## src/rtl/ddr_cmd_pkg.sv

```systemverilog
// rtl/ddr_cmd_pkg.sv - command bit indices, power states and pin decode for ddr4_cmd_decoder
package ddr_cmd_pkg;

    localparam int NUM_CMDS = 19;

    localparam int CMD_ACT  = 18;
    localparam int CMD_BST  = 17;
    localparam int CMD_CFG  = 16;
    localparam int CMD_CKEH = 15;
    localparam int CMD_CKEL = 14;
    localparam int CMD_DPD  = 13;
    localparam int CMD_DPDX = 12;
    localparam int CMD_MRR  = 11;
    localparam int CMD_MRW  = 10;
    localparam int CMD_PD   = 9;
    localparam int CMD_PDX  = 8;
    localparam int CMD_PR   = 7;
    localparam int CMD_PRA  = 6;
    localparam int CMD_RD   = 5;
    localparam int CMD_RDA  = 4;
    localparam int CMD_REF  = 3;
    localparam int CMD_SRF  = 2;
    localparam int CMD_WR   = 1;
    localparam int CMD_WRA  = 0;

    typedef enum logic [1:0] {
        PWR_NORMAL    = 2'd0,
        PWR_POWERDOWN = 2'd1,
        PWR_SELFREF   = 2'd2
    } pwr_state_t;

    // rcw = {RAS_n, CAS_n, WE_n}; a10 selects auto-precharge / all-banks
    function automatic logic [NUM_CMDS-1:0] decode_pins(input logic act_n,
                                                        input logic [2:0] rcw,
                                                        input logic a10);
        logic [NUM_CMDS-1:0] cmd;
        cmd = '0;
        if (!act_n) begin
            cmd[CMD_ACT] = 1'b1;
        end else begin
            case (rcw)
                3'b000:  cmd[CMD_MRW] = 1'b1;
                3'b001:  cmd[CMD_REF] = 1'b1;
                3'b010:  cmd[a10 ? CMD_PRA : CMD_PR] = 1'b1;
                3'b100:  cmd[a10 ? CMD_WRA : CMD_WR] = 1'b1;
                3'b101:  cmd[a10 ? CMD_RDA : CMD_RD] = 1'b1;
                3'b110:  cmd[CMD_CFG] = 1'b1;
                default: cmd = '0;
            endcase
        end
        return cmd;
    endfunction

endpackage

```

## src/rtl/ca_parity_checker.sv

```systemverilog
// rtl/ca_parity_checker.sv - even parity check, alert_n pulse stretcher and saturating error count
module ca_parity_checker #(
    parameter int WIDTH    = 22,
    parameter int ALERT_PW = 4
) (
    input  logic             clk,
    input  logic             reset,
    input  logic             check_en,
    input  logic [WIDTH-1:0] pins,
    input  logic             par,
    output logic             par_err,
    output logic             alert_n,
    output logic [7:0]       par_errs
);

    localparam int CW = $clog2(ALERT_PW + 1);

    logic [CW-1:0] alert_cnt;

    assign par_err = check_en & (^{pins, par});

    // a fresh error reloads the counter so back-to-back errors extend the pulse
    always_ff @(posedge clk) begin
        if (reset) begin
            alert_cnt <= '0;
            par_errs  <= '0;
        end else begin
            if (par_err)
                alert_cnt <= CW'(ALERT_PW);
            else if (alert_cnt != '0)
                alert_cnt <= alert_cnt - 1'b1;
            if (par_err && par_errs != 8'hFF)
                par_errs <= par_errs + 8'd1;
        end
    end

    assign alert_n = (alert_cnt == '0);

endmodule

```

## src/rtl/ddr4_cmd_decoder.sv

```systemverilog
// rtl/ddr4_cmd_decoder.sv - DDR4 pin decoder with CKE power FSM; CA_PARITY_EN adds parity checking
module ddr4_cmd_decoder
    import ddr_cmd_pkg::*;
#(
    parameter int BGWIDTH   = 2,
    parameter int BAWIDTH   = 2,
    parameter int ADDRWIDTH = 17,
    parameter int ALERT_PW  = 4
) (
    input  logic                 clk,
    input  logic                 reset,
    input  logic                 cke,
    input  logic                 cs_n,
    input  logic                 act_n,
    input  logic [BGWIDTH-1:0]   bg_in,
    input  logic [BAWIDTH-1:0]   ba_in,
    input  logic [ADDRWIDTH-1:0] addr_in,
    input  logic                 par,
    output logic [BGWIDTH-1:0]   bg,
    output logic [BAWIDTH-1:0]   ba,
    output logic [ADDRWIDTH-1:0] addr,
    output logic [NUM_CMDS-1:0]  commands,
    output logic [1:0]           pwr_state,
    output logic                 alert_n,
    output logic [7:0]           par_errs
);

    pwr_state_t            state_q, state_d;
    logic                  cke_q;
    logic                  cke_fall, cke_rise;
    logic [2:0]            rcw;
    logic                  par_err;
    logic [NUM_CMDS-1:0]   cmd_d;

    assign rcw      = addr_in[ADDRWIDTH-1 -: 3];
    assign cke_fall = cke_q & ~cke;
    assign cke_rise = ~cke_q & cke;

    always_comb begin
        state_d = state_q;
        cmd_d   = '0;
        case (state_q)
            PWR_NORMAL: begin
                if (cke_fall) begin
                    // REF pins on the falling CKE edge mean self-refresh entry
                    if (!cs_n && {act_n, rcw} == 4'b1001) begin
                        state_d        = PWR_SELFREF;
                        cmd_d[CMD_SRF] = 1'b1;
                    end else begin
                        state_d        = PWR_POWERDOWN;
                        cmd_d[CMD_PD]  = 1'b1;
                    end
                    cmd_d[CMD_CKEL] = 1'b1;
                end else if (cke_q && cke && !cs_n && !par_err) begin
                    cmd_d = decode_pins(act_n, rcw, addr_in[10]);
                end
            end
            PWR_POWERDOWN: begin
                if (cke_rise) begin
                    state_d         = PWR_NORMAL;
                    cmd_d[CMD_PDX]  = 1'b1;
                    cmd_d[CMD_CKEH] = 1'b1;
                end
            end
            PWR_SELFREF: begin
                if (cke_rise) begin
                    state_d         = PWR_NORMAL;
                    cmd_d[CMD_CKEH] = 1'b1;
                end
            end
            default: state_d = PWR_NORMAL;
        endcase
        // LPDDR-only commands never occur on DDR4
        cmd_d[CMD_BST]  = 1'b0;
        cmd_d[CMD_DPD]  = 1'b0;
        cmd_d[CMD_DPDX] = 1'b0;
        cmd_d[CMD_MRR]  = 1'b0;
    end

    always_ff @(posedge clk) begin
        if (reset) begin
            state_q  <= PWR_NORMAL;
            cke_q    <= 1'b1;
            commands <= '0;
            bg       <= '0;
            ba       <= '0;
            addr     <= '0;
        end else begin
            state_q  <= state_d;
            cke_q    <= cke;
            commands <= cmd_d;
            bg       <= bg_in;
            ba       <= ba_in;
            addr     <= addr_in;
        end
    end

    assign pwr_state = state_q;

`ifdef CA_PARITY_EN
    ca_parity_checker #(
        .WIDTH   (1 + BGWIDTH + BAWIDTH + ADDRWIDTH),
        .ALERT_PW(ALERT_PW)
    ) u_parity (
        .clk     (clk),
        .reset   (reset),
        .check_en(!cs_n && state_q == PWR_NORMAL),
        .pins    ({act_n, bg_in, ba_in, addr_in}),
        .par     (par),
        .par_err (par_err),
        .alert_n (alert_n),
        .par_errs(par_errs)
    );
`else
    localparam int unused_alert_pw = ALERT_PW;
    logic unused_par;
    assign unused_par = par;
    assign par_err    = 1'b0;
    assign alert_n    = 1'b1;
    assign par_errs   = 8'd0;
`endif

endmodule
```

## config.mk

```make
export PLATFORM = sky130hd
export DESIGN_NAME = ddr4_cmd_decoder
export DESIGN_NICKNAME = d
export VERILOG_FILES = /design/src/rtl/ddr_cmd_pkg.sv /design/src/rtl/ca_parity_checker.sv /design/src/rtl/ddr4_cmd_decoder.sv
export SDC_FILE = /design/constraint.sdc
export NUM_CORES = 1
export LEC_CHECK = 0
export CAP_MARGIN = 10
export CORE_MARGIN = 5
export CORE_UTILIZATION = 33
export DETAILED_ROUTE_END_ITERATION = 16
export GPL_TIMING_DRIVEN = 1
export PLACE_DENSITY_LB_ADDON = 0.3
export RECOVER_POWER = 100
export SYNTH_ARGS = -nofsm -noshare
export SYNTH_HDL_FRONTEND = slang
export SYNTH_SLANG_ARGS = --single-unit
```

## constraint.sdc

```tcl
create_clock -name clk -period 1.55 [get_ports clk]
set_clock_uncertainty 0.05 [all_clocks]
set_input_delay 0.31 -clock clk [delete_from_list [all_inputs] [get_ports clk]]
set_output_delay 0.31 -clock clk [all_outputs]
set_load 0.01 [all_outputs]
```

==> impl_summary.md <==
Logic synthesis
Summed over all instances, the cell type with the most area after synthesis is dfxtp_1. The most frequently used flop master after synthesis is dfxtp_1. The number of enable-type register cells in the synthesized netlist is 0. The top cell type by area accounts for around 60% of the synthesized area.

The total of flip-flops plus latches after synthesis is 39. The average instance in the mapped netlist occupies ~11 µm². The most common cell in the synthesized netlist is dfxtp_1. After synthesis, the share of flip-flops with an asynchronous set or reset is 0%. The post-synthesis cell type count is 24. The commonest cells after synthesis are dfxtp_1 (39), nor2b_1 (20), buf_4 (13). In the synthesized netlist, the number of instances is 116. Ranked by total cell area, the synthesized netlist is headed by dfxtp_1 (60%), nor2b_1 (9.6%), buf_4 (7.5%), nor4b_2 (2.3%), ha_1 (1.9%).

Sequential cells were found to cover between 60% and 70% of the synthesized design area. The netlist area before placement is 1300 µm². Yosys printed 0 warnings.

GRT
The via count of the first global-routing pass is around 1000. The initial antenna violation count is 0. The global router's overall resource usage is about an eighth. Summed over all layers, the global routing overflow is 0. The maximum number of pins on one net before global-route repair is 16.

The first global-routing pass estimated ~4800 µm of wire.

Floorplanning
The die covers between 5000 and 6000 µm². The horizontal die dimension is 72.8 µm. The number of rows in the core area is 22. The die extent in y is slightly above 70 µm.

The I/O pin count is between 70 and 80. The initial core utilization is around a third. The core region area is between 3000 and 4000 µm².

Worst setup path
The maximum cell stage delay along the critical path is 550 ps. The worst path arrival time is 1150 ps. The most critical setup path has its startpoint at commands[6]. The launch point of the worst reg-to-reg path is pwr_state[0]. The worst setup path category is reg -> out.

The highest-delay cell along the critical path is clkdlybuf4s50_1. The kind of cell with the highest combined delay along the critical path is buffers and inverters. Traced cell by cell, the critical path runs through clkdlybuf4s50_1. The worst path required time is around 1200 ps. The number of buffers and inverters on the critical path is 1. The kind of capture point of the worst setup path is an output pin.

STA classifies the critical path startpoint as a flop. In this run the worst path has a maximum fanout of 1.

Power
The internal power is 0.00152 W. IR analysis of the VDD net gives a maximum drop of 0.422 mV. Power spread over the standard cell area amounts to around 960 nW/µm². The sequential group share of total power is a little over half.

The share of total power dissipated in the clock network is approximately 32%. In this run the static leakage power is approximately 0.8 nW. The fraction of power consumed by combinational cells is roughly 14%. In this run switching power makes up 22.4% of total power. For this design the total switching power over the nets is roughly 0.00044 W. The design draws roughly 0.0020 W.

Clocking
Hold repair after CTS inserted 0 buffers. Clock latency on the worst-skew pair, taken at its later pin, is 280 ps. The total number of clock tree sinks is 39. Post-CTS timing repair inserted 0 buffers for setup.

The clock input transition at the sequential cells of the worst setup and hold paths is 70 ps. The root buffer cell chosen for the clock tree is clkbuf_8. TritonCTS built the clock tree. The number of H-tree levels is 2.

The clock passes through at most 2 buffers. The number of buffers created by CTS is 5.

Job
The number of violations of the max-capacitance limit is 0.

STA
Setup repair after global routing left no endpoint under its margin. Setup violations remaining at the end of the flow were counted as 0. The total count of hold-check failures in the final report is 0.

Based on the critical path, the design can be clocked at up to roughly 660 MHz. The final critical path takes up slightly below 100% of the cycle. The minimum period implied by the final worst setup slack is roughly 1500 ps.

The worst hold slack is about 490 ps. The count of pins over their slew limit is 0.

Placement
Buffers placed on the I/O ports in this run total between 60 and 70. At the end of routability-driven placement, the weighted congestion stood at 0.758. The detailed placer's ending HPWL is approximately 2400 µm. The placed cell area is between 1500 and 2000 µm².

Detailed routing
The count of TritonRoute iterations in the first routing pass is 4. Dividing the detail-routed wire length by the instance count gives between 10 and 15 µm. The total wirelength of the detailed-routed design is 3010 µm. The detailed router's first-iteration violation count is 23. The post-route DRC violation count is 0. Once detail routing completed, the nets flagged for antenna violations numbered 0. The via total after detailed routing is between 900 and 1000.

The via density per instance is 4.15.

Final layout
The count of antenna diodes in the layout is 0. The final layout contains between 200 and 250 nets. The post-route cell area is around 2000 µm². Cells with a size suffix above 1 make up a little under a tenth of the layout. Relative to the synthesized area, the layout overhead comes to 57.6%.

Outcome
The run finished with clean final reports.

Worst hold path
The class of the most critical hold timing path is reg -> reg. In this run the most critical hold path is launched from pwr_state[1].
cell usage in the layout (no fill, tap or decap), drive strengths merged:
master,n
buf,8
or3b,1
nor3,4
clkinv,1
nand3b,2
nor3b,2
nor4,4
o32ai,1
or2,1
nor2b,20
clkdlybuf4s50,59
clkbuf,11
ha,2
nor4b,2
inv,4
dlygate4sd2,2
conb,13
nand2b,4
nand3,1
nor2,4
o2bb2ai,1
a21oi,1
and4bb,1
dfxtp,39
and2,1
nand4bb,1
nand2,2
kinds of logic (layout without fill, tap and decap cells):
family | count (synthesis) | in the layout | share of synthesized area, %
other | 2 | 13 | 0.578
and+or+nand+nor | 50 | 50 | 26.2
buffers and inverters | 20 | 85 | 9.53
adders and majority gates | 2 | 2 | 1.92
DFF | 39 | 39 | 60.1
AOI/OAI and AO/OA | 3 | 3 | 1.73
metrics by stage:
stage               instances  setup TNS [ps]  utilization, %  worst slack (ps)
floorplan                 127               0               -              15.4
global placement          232            -687            53.4             -87.7
detailed placement        232            -903            53.4              -120
CTS                       240               0            55.5              3.98
global route              240               0            54.7              5.53
finish                    240               0            54.7              37.4
per-layer routing:
layer  share of wire [%]  track usage [%]  vias to the layer above
li1                    -                -                      499
met1                  39             13.0                      443
met2                  48             20.3                       51
met3                  12             4.82                        4
met4                 1.3             5.53                        0
met5                   0                0                        -
sequential cells by signal, indices dropped and copies added (netlist names):
name / flops
commands: 15
cke_q: 1
bg: 2
pwr_state: 2
ba: 2
addr: 17
power groups by stage:
stage               logic (W)  clock network, W  registers [W]
global route         0.000299          0.000715        0.00106
global placement     0.000276                 0        0.00108
floorplan            0.000108                 0        0.00110
finish               0.000274          0.000628        0.00105
CTS                  0.000281          0.000663        0.00106
detailed placement   0.000281                 0        0.00108
final cells by class:
class / count / area, µm²
Fill cell: 349 / 1700
Sequential cell: 39 / 781
Timing Repair Buffer: 73 / 684
Multi-Input combinational cell: 68 / 427
Clock buffer: 7 / 76.3
Tap cell: 48 / 60.1
Inverter: 4 / 15.0
Clock inverter: 1 / 5.00
worst paths after layout:
path	end	slack (ps)	depth (start not counted)
worst max-delay path	commands[6]	40	1
worst min-delay path	pwr_state[1]	490	2
worst max register to register	pwr_state[0]	80	5
worst min register to register	pwr_state[1]	490	2
repair_timing:
action                     CTS  global route
gates cloned                 0             0
resized for setup            2             4
setup endpoints to repair    2             4
No activity file was read; power rests on OpenSTA's default activity.
